==> src/rtl/mem_port_arbiter_if.sv <==
// Bundle of requester-side and downstream-side memory handshake signals for mem_port_arbiter.
// The slave modport is the arbiter's view; the master modport is the surrounding system's view.
interface mem_port_arbiter_if #(
  parameter int NUM_PORTS  = 2,
  parameter int ADDR_WIDTH = 32,
  parameter int DATA_WIDTH = 32
);
  localparam int BE_W = DATA_WIDTH / 8;

  logic [NUM_PORTS-1:0][ADDR_WIDTH-1:0] req_address;
  logic [NUM_PORTS-1:0]                 req_read;
  logic [NUM_PORTS-1:0]                 req_write;
  logic [NUM_PORTS-1:0][BE_W-1:0]       req_byte_enable;
  logic [NUM_PORTS-1:0][DATA_WIDTH-1:0] req_wdata;
  logic [DATA_WIDTH-1:0]                req_rdata;
  logic [NUM_PORTS-1:0]                 req_resp;

  logic [ADDR_WIDTH-1:0]                mem_address;
  logic                                 mem_read;
  logic                                 mem_write;
  logic [BE_W-1:0]                      mem_byte_enable;
  logic [DATA_WIDTH-1:0]                mem_wdata;
  logic [DATA_WIDTH-1:0]                mem_rdata;
  logic                                 mem_resp;

  modport slave (
    input  req_address, req_read, req_write, req_byte_enable, req_wdata,
    output req_rdata, req_resp,
    output mem_address, mem_read, mem_write, mem_byte_enable, mem_wdata,
    input  mem_rdata, mem_resp
  );

  modport master (
    output req_address, req_read, req_write, req_byte_enable, req_wdata,
    input  req_rdata, req_resp,
    input  mem_address, mem_read, mem_write, mem_byte_enable, mem_wdata,
    output mem_rdata, mem_resp
  );
endinterface

==> src/rtl/mem_port_arbiter.sv <==
// N-to-1 memory port arbiter: grants one requester, latches and forwards its request, routes the resp back.
// Define ARB_ROUND_ROBIN_EN for round-robin selection; otherwise fixed priority (lowest index wins).
module mem_port_arbiter #(
  parameter int NUM_PORTS  = 2,
  parameter int ADDR_WIDTH = 32,
  parameter int DATA_WIDTH = 32
) (
  input  logic                         clk,
  input  logic                         rst,
  mem_port_arbiter_if.slave            bus,
  output logic [$clog2(NUM_PORTS)-1:0] grant_idx,
  output logic                         busy
);
  localparam int BE_W  = DATA_WIDTH / 8;
  localparam int IDX_W = $clog2(NUM_PORTS);
  localparam logic [IDX_W:0]   NP_W    = (IDX_W+1)'(NUM_PORTS);
  localparam logic [IDX_W-1:0] IDX_ONE = IDX_W'(32'd1);

  typedef enum logic [0:0] {ST_IDLE = 1'b0, ST_BUSY = 1'b1} state_t;

  state_t                  state_r;
  logic [ADDR_WIDTH-1:0]   hold_addr_r;
  logic [BE_W-1:0]         hold_be_r;
  logic [DATA_WIDTH-1:0]   hold_wdata_r;
  logic                    mem_read_r;
  logic                    mem_write_r;
  logic [IDX_W-1:0]        grant_idx_r;
  logic                    busy_r;

  logic [NUM_PORTS-1:0]    pending_s;
  logic [IDX_W-1:0]        rr_ptr_s;
  logic [IDX_W-1:0]        win_s;
  logic                    found_s;
  logic [NUM_PORTS-1:0]    req_resp_s;

  // (base + off) modulo NUM_PORTS; both operands are already below NUM_PORTS
  function automatic logic [IDX_W-1:0] rr_index(input logic [IDX_W-1:0] base,
                                                input logic [IDX_W-1:0] off);
    logic [IDX_W:0] sum;
    sum = {1'b0, base} + {1'b0, off};
    if (sum >= NP_W) begin
      sum = sum - NP_W;
    end else begin
      sum = sum;
    end
    return sum[IDX_W-1:0];
  endfunction

  assign pending_s = bus.req_read | bus.req_write;

`ifdef ARB_ROUND_ROBIN_EN
  logic [IDX_W-1:0] rr_ptr_r;

  // Round-robin pointer: moves to one past the winner on every grant
  always_ff @(posedge clk or negedge rst) begin
    if (!rst) begin
      rr_ptr_r <= '0;
    end else if (state_r == ST_IDLE && found_s) begin
      rr_ptr_r <= rr_index(win_s, IDX_ONE);
    end else begin
      rr_ptr_r <= rr_ptr_r;
    end
  end

  assign rr_ptr_s = rr_ptr_r;
`else
  assign rr_ptr_s = '0;
`endif

  // Winner search: first pending port at or above the pointer, wrapping to 0
  always_comb begin
    win_s   = '0;
    found_s = 1'b0;
    for (int i = 0; i < NUM_PORTS; i++) begin
      if (!found_s && pending_s[rr_index(rr_ptr_s, i[IDX_W-1:0])]) begin
        win_s   = rr_index(rr_ptr_s, i[IDX_W-1:0]);
        found_s = 1'b1;
      end else begin
        win_s   = win_s;
        found_s = found_s;
      end
    end
  end

  // Arbitration FSM with holding registers; requester inputs only sampled on the grant edge
  always_ff @(posedge clk or negedge rst) begin
    if (!rst) begin
      state_r      <= ST_IDLE;
      hold_addr_r  <= '0;
      hold_be_r    <= '0;
      hold_wdata_r <= '0;
      mem_read_r   <= 1'b0;
      mem_write_r  <= 1'b0;
      grant_idx_r  <= '0;
      busy_r       <= 1'b0;
    end else begin
      case (state_r)
        ST_IDLE: begin
          if (found_s) begin
            hold_addr_r  <= bus.req_address[win_s];
            hold_be_r    <= bus.req_byte_enable[win_s];
            hold_wdata_r <= bus.req_wdata[win_s];
            mem_read_r   <= bus.req_read[win_s];
            mem_write_r  <= bus.req_write[win_s];
            grant_idx_r  <= win_s;
            busy_r       <= 1'b1;
            state_r      <= ST_BUSY;
          end else begin
            state_r      <= ST_IDLE;
          end
        end
        ST_BUSY: begin
          if (bus.mem_resp) begin
            mem_read_r  <= 1'b0;
            mem_write_r <= 1'b0;
            busy_r      <= 1'b0;
            state_r     <= ST_IDLE;
          end else begin
            state_r     <= ST_BUSY;
          end
        end
        default: begin
          mem_read_r  <= 1'b0;
          mem_write_r <= 1'b0;
          busy_r      <= 1'b0;
          state_r     <= ST_IDLE;
        end
      endcase
    end
  end

  // Zero-latency completion pulse routed to the granted port only
  always_comb begin
    req_resp_s = '0;
    if (busy_r && bus.mem_resp) begin
      req_resp_s[grant_idx_r] = 1'b1;
    end else begin
      req_resp_s = '0;
    end
  end

  assign bus.req_resp        = req_resp_s;
  assign bus.req_rdata       = bus.mem_rdata;
  assign bus.mem_address     = hold_addr_r;
  assign bus.mem_byte_enable = hold_be_r;
  assign bus.mem_wdata       = hold_wdata_r;
  assign bus.mem_read        = mem_read_r;
  assign bus.mem_write       = mem_write_r;
  assign grant_idx           = grant_idx_r;
  assign busy                = busy_r;
endmodule

==> src/flat_wrapper.sv <==
// flat-port wrapper written by rule: the top's interface ports become plain ports
module mem_port_arbiter_flat 
#(
  parameter int NUM_PORTS  = 2,
  parameter int ADDR_WIDTH = 32,
  parameter int DATA_WIDTH = 32
)
  (clk, rst, grant_idx, busy, bus_req_address, bus_req_read, bus_req_write, bus_req_byte_enable, bus_req_wdata, bus_req_rdata, bus_req_resp, bus_mem_address, bus_mem_read, bus_mem_write, bus_mem_byte_enable, bus_mem_wdata, bus_mem_rdata, bus_mem_resp);
  mem_port_arbiter_if #(.NUM_PORTS(NUM_PORTS), .ADDR_WIDTH(ADDR_WIDTH), .DATA_WIDTH(DATA_WIDTH)) bus_i ();
  input  logic clk;
  input  logic rst;
  output logic [$clog2(NUM_PORTS)-1:0] grant_idx;
  output logic busy;
  input wire logic [$bits(bus_i.req_address)-1:0] bus_req_address;
  input wire logic [$bits(bus_i.req_read)-1:0] bus_req_read;
  input wire logic [$bits(bus_i.req_write)-1:0] bus_req_write;
  input wire logic [$bits(bus_i.req_byte_enable)-1:0] bus_req_byte_enable;
  input wire logic [$bits(bus_i.req_wdata)-1:0] bus_req_wdata;
  output wire logic [$bits(bus_i.req_rdata)-1:0] bus_req_rdata;
  output wire logic [$bits(bus_i.req_resp)-1:0] bus_req_resp;
  output wire logic [$bits(bus_i.mem_address)-1:0] bus_mem_address;
  output wire logic [$bits(bus_i.mem_read)-1:0] bus_mem_read;
  output wire logic [$bits(bus_i.mem_write)-1:0] bus_mem_write;
  output wire logic [$bits(bus_i.mem_byte_enable)-1:0] bus_mem_byte_enable;
  output wire logic [$bits(bus_i.mem_wdata)-1:0] bus_mem_wdata;
  input wire logic [$bits(bus_i.mem_rdata)-1:0] bus_mem_rdata;
  input wire logic [$bits(bus_i.mem_resp)-1:0] bus_mem_resp;
  assign bus_i.req_address = bus_req_address;
  assign bus_i.req_read = bus_req_read;
  assign bus_i.req_write = bus_req_write;
  assign bus_i.req_byte_enable = bus_req_byte_enable;
  assign bus_i.req_wdata = bus_req_wdata;
  assign bus_req_rdata = bus_i.req_rdata;
  assign bus_req_resp = bus_i.req_resp;
  assign bus_mem_address = bus_i.mem_address;
  assign bus_mem_read = bus_i.mem_read;
  assign bus_mem_write = bus_i.mem_write;
  assign bus_mem_byte_enable = bus_i.mem_byte_enable;
  assign bus_mem_wdata = bus_i.mem_wdata;
  assign bus_i.mem_rdata = bus_mem_rdata;
  assign bus_i.mem_resp = bus_mem_resp;
  mem_port_arbiter #(.NUM_PORTS(NUM_PORTS), .ADDR_WIDTH(ADDR_WIDTH), .DATA_WIDTH(DATA_WIDTH)) u_core (.clk(clk), .rst(rst), .bus(bus_i), .grant_idx(grant_idx), .busy(busy));
endmodule
==> config.mk <==
export PLATFORM = sky130hd
export DESIGN_NAME = mem_port_arbiter_flat
export DESIGN_NICKNAME = d
export VERILOG_FILES = /design/src/rtl/mem_port_arbiter_if.sv /design/src/rtl/mem_port_arbiter.sv /design/src/flat_wrapper.sv
export SDC_FILE = /design/constraint.sdc
export NUM_CORES = 1
export LEC_CHECK = 0
export CORE_AREA = 2 2 110 112
export CTS_BUF_LIST = sky130_fd_sc_hd__clkbuf_4 sky130_fd_sc_hd__clkbuf_8 sky130_fd_sc_hd__clkbuf_16
export DETAILED_ROUTE_END_ITERATION = 8
export DIE_AREA = 0 0 112 114
export PLACE_DENSITY_LB_ADDON = 0.25
export SLEW_MARGIN = 20
export SYNTH_ARGS = -nofsm -noshare
export SYNTH_HDL_FRONTEND = slang
export SYNTH_SLANG_ARGS = --single-unit
==> constraint.sdc <==
create_clock -name clk -period 2 [get_ports clk]
set_input_delay 0.3 -clock clk [delete_from_list [all_inputs] [get_ports clk]]
set_output_delay 0.3 -clock clk [all_outputs]
set_load 0.1 [all_outputs]
==> results of run 1 <==
-- worst max-delay path by stage --
stage          cells after the start                                     end                    start  slack, ns
6_report                           5    u_core.bus.mem_wdata[13]$_DFFE_PN0P_         bus_req_write[0]       0.48
5_1_grt                            4                         bus_req_resp[1]             bus_mem_resp       0.41
2_1_floorplan                      2                         bus_req_resp[0]  u_core.busy$_DFFE_PN0P_      -0.25
3_5_place_dp                       5     u_core.bus.mem_wdata[2]$_DFFE_PN0P_         bus_req_write[0]       0.16
4_1_cts                            4                         bus_req_resp[1]             bus_mem_resp       0.47
3_3_place_gp                       5  u_core.bus.mem_address[10]$_DFFE_PN0P_          bus_req_read[0]       0.18
-- per-layer routing --
layer	GRT usage [%]	wire [um]	vias up
met2	26.42	5025	141
met5	0	0	-
li1	-	-	1382
met4	8.211	256	0
met3	3.879	762	27
met1	20.07	4295	1403
-- cell families (layout without fill, tap and decap cells) --
group                  after synthesis  in the layout  share of synthesized area [%]
AOI/OAI and AO/OA                   76             76                          23.58
and+or+nand+nor                     76             76                          13.01
DFF                                 73             73                          51.46
buffers and inverters               56            243                          11.39
muxes                                2              2                         0.5640
-- area by class of cell --
class                           instances  area share, %
Sequential cell                        73          31.57
Timing Repair Buffer                  224          36.71
Clock inverter                          3         0.6919
Tap cell                              147          3.178
Clock buffer                           13          4.519
Inverter                                3         0.1946
Multi-Input combinational cell        154          23.14
-- per-stage QoR --
step / setup TNS, ns / std cells / area (um^2)
final: 0 / 617 / 5787
after global routing: 0 / 617 / 5787
after CTS: 0 / 617 / 5787
after detailed placement: 0 / 600 / 5475
after global placement: 0 / 600 / 5475
after floorplan: -0.5076 / 283 / 3555
-- worst max-delay path: stages --
cell,delay (ns)
clkdlybuf4s50_1,0.52
nor3_2,0.30
o21ai_4,0.12
buf_12,0.18
o221a_2,0.28
-- layout by cell type (no fill, tap or decap), types with 3 or more instances in the layout --
cell / Yosys / routed
buf_4: 33 / 75
clkdlybuf4s50_1: 0 / 141
o221a_1: 39 / 39
dfrtp_1: 73 / 73
buf_12: 0 / 7
or2_1: 19 / 19
or2_2: 48 / 48
clkbuf_4: 0 / 3
nand2_1: 4 / 4
o221a_2: 29 / 29
clkbuf_16: 0 / 9
-- state kept, by name, summed over array words and instances (netlist names) --
signal	flops
u_core.grant_idx	1
u_core.busy	1
u_core.bus.mem_write	1
u_core.bus.mem_wdata	32
u_core.bus.mem_byte_enable	4
u_core.bus.mem_read	1
u_core.bus.mem_address	32
u_core.state_r	1
-- timing repair --
| item | in CTS | in global routing |
|---|---|---|
| hold endpoints to repair | 29 | 0 |
| hold buffers | 1 | 0 |
| resized for setup | 0 | 0 |
| setup endpoints to repair | 0 | 0 |
-- power by group --
part | internal (mW) | switching [mW] | total, mW
clock | 1.04 | 0.582 | 1.62
combinational | 0.866 | 2.32 | 3.19
sequential | 1.74 | 0.163 | 1.90
==> run_results.csv, run 1 <==
group,metric,value,unit
cts,cts_tree,"built",
setup_path,rr_endpoint,"u_core.bus.mem_wdata[13]$_DFFE_PN0P_",
setup_path,endpoint_kind,"flop",
synthesis,yosys.area.top_type,"dfrtp_1",
sta,relSlewSlack,73.15,%
cells_and_area,antenna_cells,0,
global_route,grt_pass1_vias,3149,
synthesis,synth_cell_types,24,
sta,hold_viol_final,0,
min_path,hold_path.class,"in2async",
setup_path,r2r_start,"u_core.state_r$_DFF_PN0_",
setup_path,r2r_slack,0.53,ns
cts,cts.sinks,73,
floorplan,core_area,0.01171,mm^2
routing,drc,0,
cts,clkLatencyLatePin,0.32,ns
synthesis,ys_async_sr_fraction,100.0,%
cts,clockBufferDepth,2,
synthesis,synth_most_common_cell,"dfrtp_1",
floorplan,rows,40,
setup_path,critical_path_class,"in2reg",
floorplan,die_y,114,um
synthesis,synth_commonest_cells,"dfrtp_1 (73), or2_2 (48), o221a_1 (39)",
global_route,grt.overflow.total,0,
synthesis,syn_area,0.003550,mm^2
pwr,ir_worst_vdd,0.5780,mV
cts,htreeDepth,3,
cts,clk_pin_slew,0.06,ns
run_status,status,"completed",
placed_design,hpwlAfterDp,7.530,mm
sta,fin_worst_skew,0.005984,ns
sta,post-route-min-period,1.523,ns
sta,holdWs,0.4452,ns
cells_and_area,drive_gt1_share,38.72,%
placed_design,io_buffers,216,
synthesis,synth_top_area_share,51.46,%
cts,ctsRootBufferMaster,"clkbuf_16",
placed_design,dpl_worst_slack,0.1564,ns
sta,layout_setup_ws,0.4767,ns
setup_path,startpoint_type,"input port",
cells_and_area,seqCellArea,0.001827,mm^2
cells_and_area,nFillCells,1070,
synthesis,syn_area_per_cell,12.54,um^2
synthesis,synthesis.instances,283,
synthesis,syn_nets,458,
sta,slew_viol_final,0,
global_route,grt_max_degree,53,
synthesis,synth-edff-count,0,
setup_path,rr_worst_depth,4,
routing,wl_per_cell,16.76,um
pwr,total_power,6.707,mW
routing,wl,10.34,mm
synthesis,yosysSeqAreaShare,51.46,%
routing,via_per_inst,4.786,
global_route,grt_pass1_wl,16.28,mm
sta,tightest_slew,0.4027,ns
synthesis,synth_ff_type,"dfrtp_1",
floorplan,die_w,112,um
synthesis,yosys_warnings,0,
sta,rsz0062_at_grt,"no",
global_route,antenna_found_initial,0,
routing,vias,2953,
sta,fmax,0.6565,GHz
setup_path,crit_path_max_fanout,36,
global_route,grt.total_usage,16.17,%
synthesis,synth.area.top_cells,"dfrtp_1 (51%), o221a_1 (12%), o221a_2 (9.2%)",
cts,cts_buffers,9,
setup_path,cp_data_required_time,2.21,ns
floorplan,num_io_pins,281,
pwr,cellLeakagePower,2.298,nW
routing,dr.first_iter.drc_count,152,
floorplan,start_util,30.31,%
sta,setup_viol,0,
routing,ant_nets,0,
cells_and_area,syn_to_final_growth,63.02,%
cells_and_area,final_util,49.41,%
routing,drt_pass1_iterations,4,
job,drv_cap,0,
pwr,powerDensity,1159,mW/mm^2
sta,finalCritPeriodShare,76.17,%
floorplan,dieArea,0.01277,mm^2
setup_path,worstPathArrival,1.73,ns
cells_and_area,multi_input_area,0.001339,mm^2
cells_and_area,nNetsFinal,640,
placed_design,gp_congestion,0.7549,
cts,post_cts_buffers,0,
synthesis,ys_ff_latch,73,
No activity file was read; power rests on OpenSTA's default activity.
==> run 2: changes to the inputs <==
==> constraint.sdc (replaced) <==
create_clock -name clk -period 1.5 [get_ports clk]
set_input_delay 0.225 -clock clk [delete_from_list [all_inputs] [get_ports clk]]
set_output_delay 0.225 -clock clk [all_outputs]
set_load 0.1 [all_outputs]
==> run 2 against run 1 <==
Compared with the run above: register-to-register slack got worse by 0.46 ns; clock power grew 25%; sequential cell count stayed put; critical endpoint is now u_core.bus.mem_address[21]$_DFFE_PN0P_; routed wire length is 4.7% higher; critical path type is now reg2reg; clock skew decreased by 0.00099 ns; global-route usage rose by 0.71 points; sequential power grew 44%; first-iteration DRC count shrank 3.3%; critical path depth fell by 1; via count grew 2.9%.
==> run_results.csv, run 2 (synthesized netlist as in run 1, its figures left out) <==
group,metric,value,unit
cells_and_area,drive_gt1_share,40.13,%
placed_design,hpwlAfterDp,7.995,mm
floorplan,dieArea,0.01277,mm^2
floorplan,num_io_pins,281,
sta,fmax,0.6980,GHz
routing,ant_nets,0,
floorplan,die_w,112,um
sta,post-route-min-period,1.433,ns
cells_and_area,final_cell_mix,"clkdlybuf4s50_1 (140), buf_12 (79), dfrtp_1 (71)",
routing,via_per_inst,4.876,
cts,clk_pin_slew,0.05,ns
sta,finalCritPeriodShare,95.52,%
placed_design,io_buffers,216,
pwr,cellLeakagePower,2.689,nW
cells_and_area,fin_area,0.006736,mm^2
cts,ctsRootBufferMaster,"clkbuf_16",
floorplan,die_y,114,um
pwr,power.share.switching,43.50,%
setup_path,worstPathArrival,1.65,ns
cells_and_area,final_util,57.52,%
sta,relSlewSlack,72.24,%
sta,slew_viol_final,0,
placed_design,dpl_worst_slack,-0.2795,ns
sta,layout_setup_ws,0.06727,ns
job,drv_cap,0,
cells_and_area,syn_to_final_growth,89.78,%
sta,hold_viol_final,0,
routing,vias,3038,
floorplan,start_util,30.31,%
run_status,status,"completed",
cells_and_area,antenna_cells,0,
placed_design,gp_congestion,0.7815,
pwr,intPower,5.601,mW
setup_path,critical_path_class,"reg2reg",
routing,drt_pass1_iterations,4,
setup_path,endpoint_kind,"flop",
global_route,grt.overflow.total,0,
pwr,total_power,9.914,mW
cts,clkLatencyLatePin,0.33,ns
routing,wl_per_cell,17.38,um
min_path,hold_path.class,"in2reg",
cells_and_area,final_common_cell,"clkdlybuf4s50_1",
setup_path,startpoint_type,"flop",
cts,post_cts_buffers,0,
cts,htreeDepth,3,
sta,rsz0062_at_grt,"yes",
cells_and_area,nNetsFinal,646,
placed_design,placed_cell_area,0.006441,mm^2
routing,drc,0,
floorplan,core_area,0.01171,mm^2
pwr,powerDensity,1472,mW/mm^2
pwr,combPwrFrac,52.1,%
setup_path,r2r_slack,0.07,ns
cts,cts.sinks,73,
global_route,grt_pass1_vias,3287,
routing,dr.first_iter.drc_count,147,
global_route,grt_pass1_wl,17.19,mm
sta,tightest_slew,0.4164,ns
pwr,clockPowerShare,20.4,%
pwr,seqPwrFrac,27.5,%
sta,fin_worst_skew,0.004995,ns
cts,clockBufferDepth,2,
global_route,antenna_found_initial,0,
pwr,power.switching,4.312,mW
cts,cts_tree,"built",
setup_path,cp_data_required_time,1.71,ns
cells_and_area,nFillCells,990,
pwr,ir_worst_vdd,0.7871,mV
routing,wl,10.83,mm
setup_path,crit_path_max_fanout,47,
floorplan,rows,40,
cts,cts_buffers,9,
sta,setup_viol,0,
global_route,grt.total_usage,16.88,%
global_route,grt_max_degree,74,
## run 2: cell count changes in the layout (fill, tap and decap cells not counted), moves of 2 or more
cell / previous run / this run
nor2_2: 2 / 0
dfrtp_4: 0 / 2
nor2_4: 0 / 2
dfrtp_1: 73 / 71
buf_4: 75 / 9
buf_12: 7 / 79
## run 2: layout make-up
type	instances	area, um^2	share of cell area (%)
multi-input combinational	154	1351	20.06
timing repair buffer	230	3073	45.62
clock buffer	13	267.8	3.975
inverter	3	11.26	0.1672
tap	147	183.9	2.730
sequential	73	1834	27.23
clock inverter	3	15.01	0.2229
## run 2: worst max-delay path: stages (launching register included)
cell and delay (ns):
dfrtp_1 0.40, nor3_2 0.28, o21ai_4 0.12, buf_12 0.20, o221a_2 0.29
## run 2: timing repair
action,in CTS,in global routing
setup endpoints to repair,0,20
hold endpoints to repair,73,0
gates resized for setup,0,1
hold buffers,1,0
## run 2: metal layers
layer	vias up	global-route usage, %	wire length, um
li1	1391	-	-
met1	1465	19.54	4163
met2	154	28.93	5445
met3	28	5.739	972
met4	0	6.748	244
met5	-	0	0
## run 2: power by group through the flow
stage / Clock [mW] / Sequential (mW) / Combinational (mW)
final: 2.02 / 2.73 / 5.17
after global routing: 2.20 / 2.77 / 5.31
after CTS: 2.09 / 2.73 / 5.21
after detailed placement: 0 / 2.76 / 5.20
after global placement: 0 / 2.75 / 5.16
after floorplan: 0 / 5.06 / 0.987
## run 2: through the flow
stage / hold WS, ns / setup TNS [ns] / instances
floorplan: -0.07059 / 0 / 283
global placement: 0.2773 / -13.91 / 606
detailed placement: 0.2770 / -18.11 / 606
CTS: 0.4507 / 0 / 623
global route: 0.3754 / -0.02931 / 623
finish: 0.3584 / 0 / 623
## run 2: worst paths after layout
path                                                   from  cells after the start                                     end
max                                u_core.state_r$_DFF_PN0_                      4  u_core.bus.mem_address[21]$_DFFE_PN0P_
min                                         bus_req_read[0]                      3         u_core.bus.mem_read$_DFFE_PN0P_
max reg2reg                        u_core.state_r$_DFF_PN0_                      4  u_core.bus.mem_address[21]$_DFFE_PN0P_
min reg2reg                u_core.bus.mem_write$_DFFE_PN0P_                      2        u_core.bus.mem_write$_DFFE_PN0P_
max in group asynchronous                               rst                      3    u_core.bus.mem_wdata[12]$_DFFE_PN0P_
min in group asynchronous                               rst                      3  u_core.bus.mem_address[30]$_DFFE_PN0P_
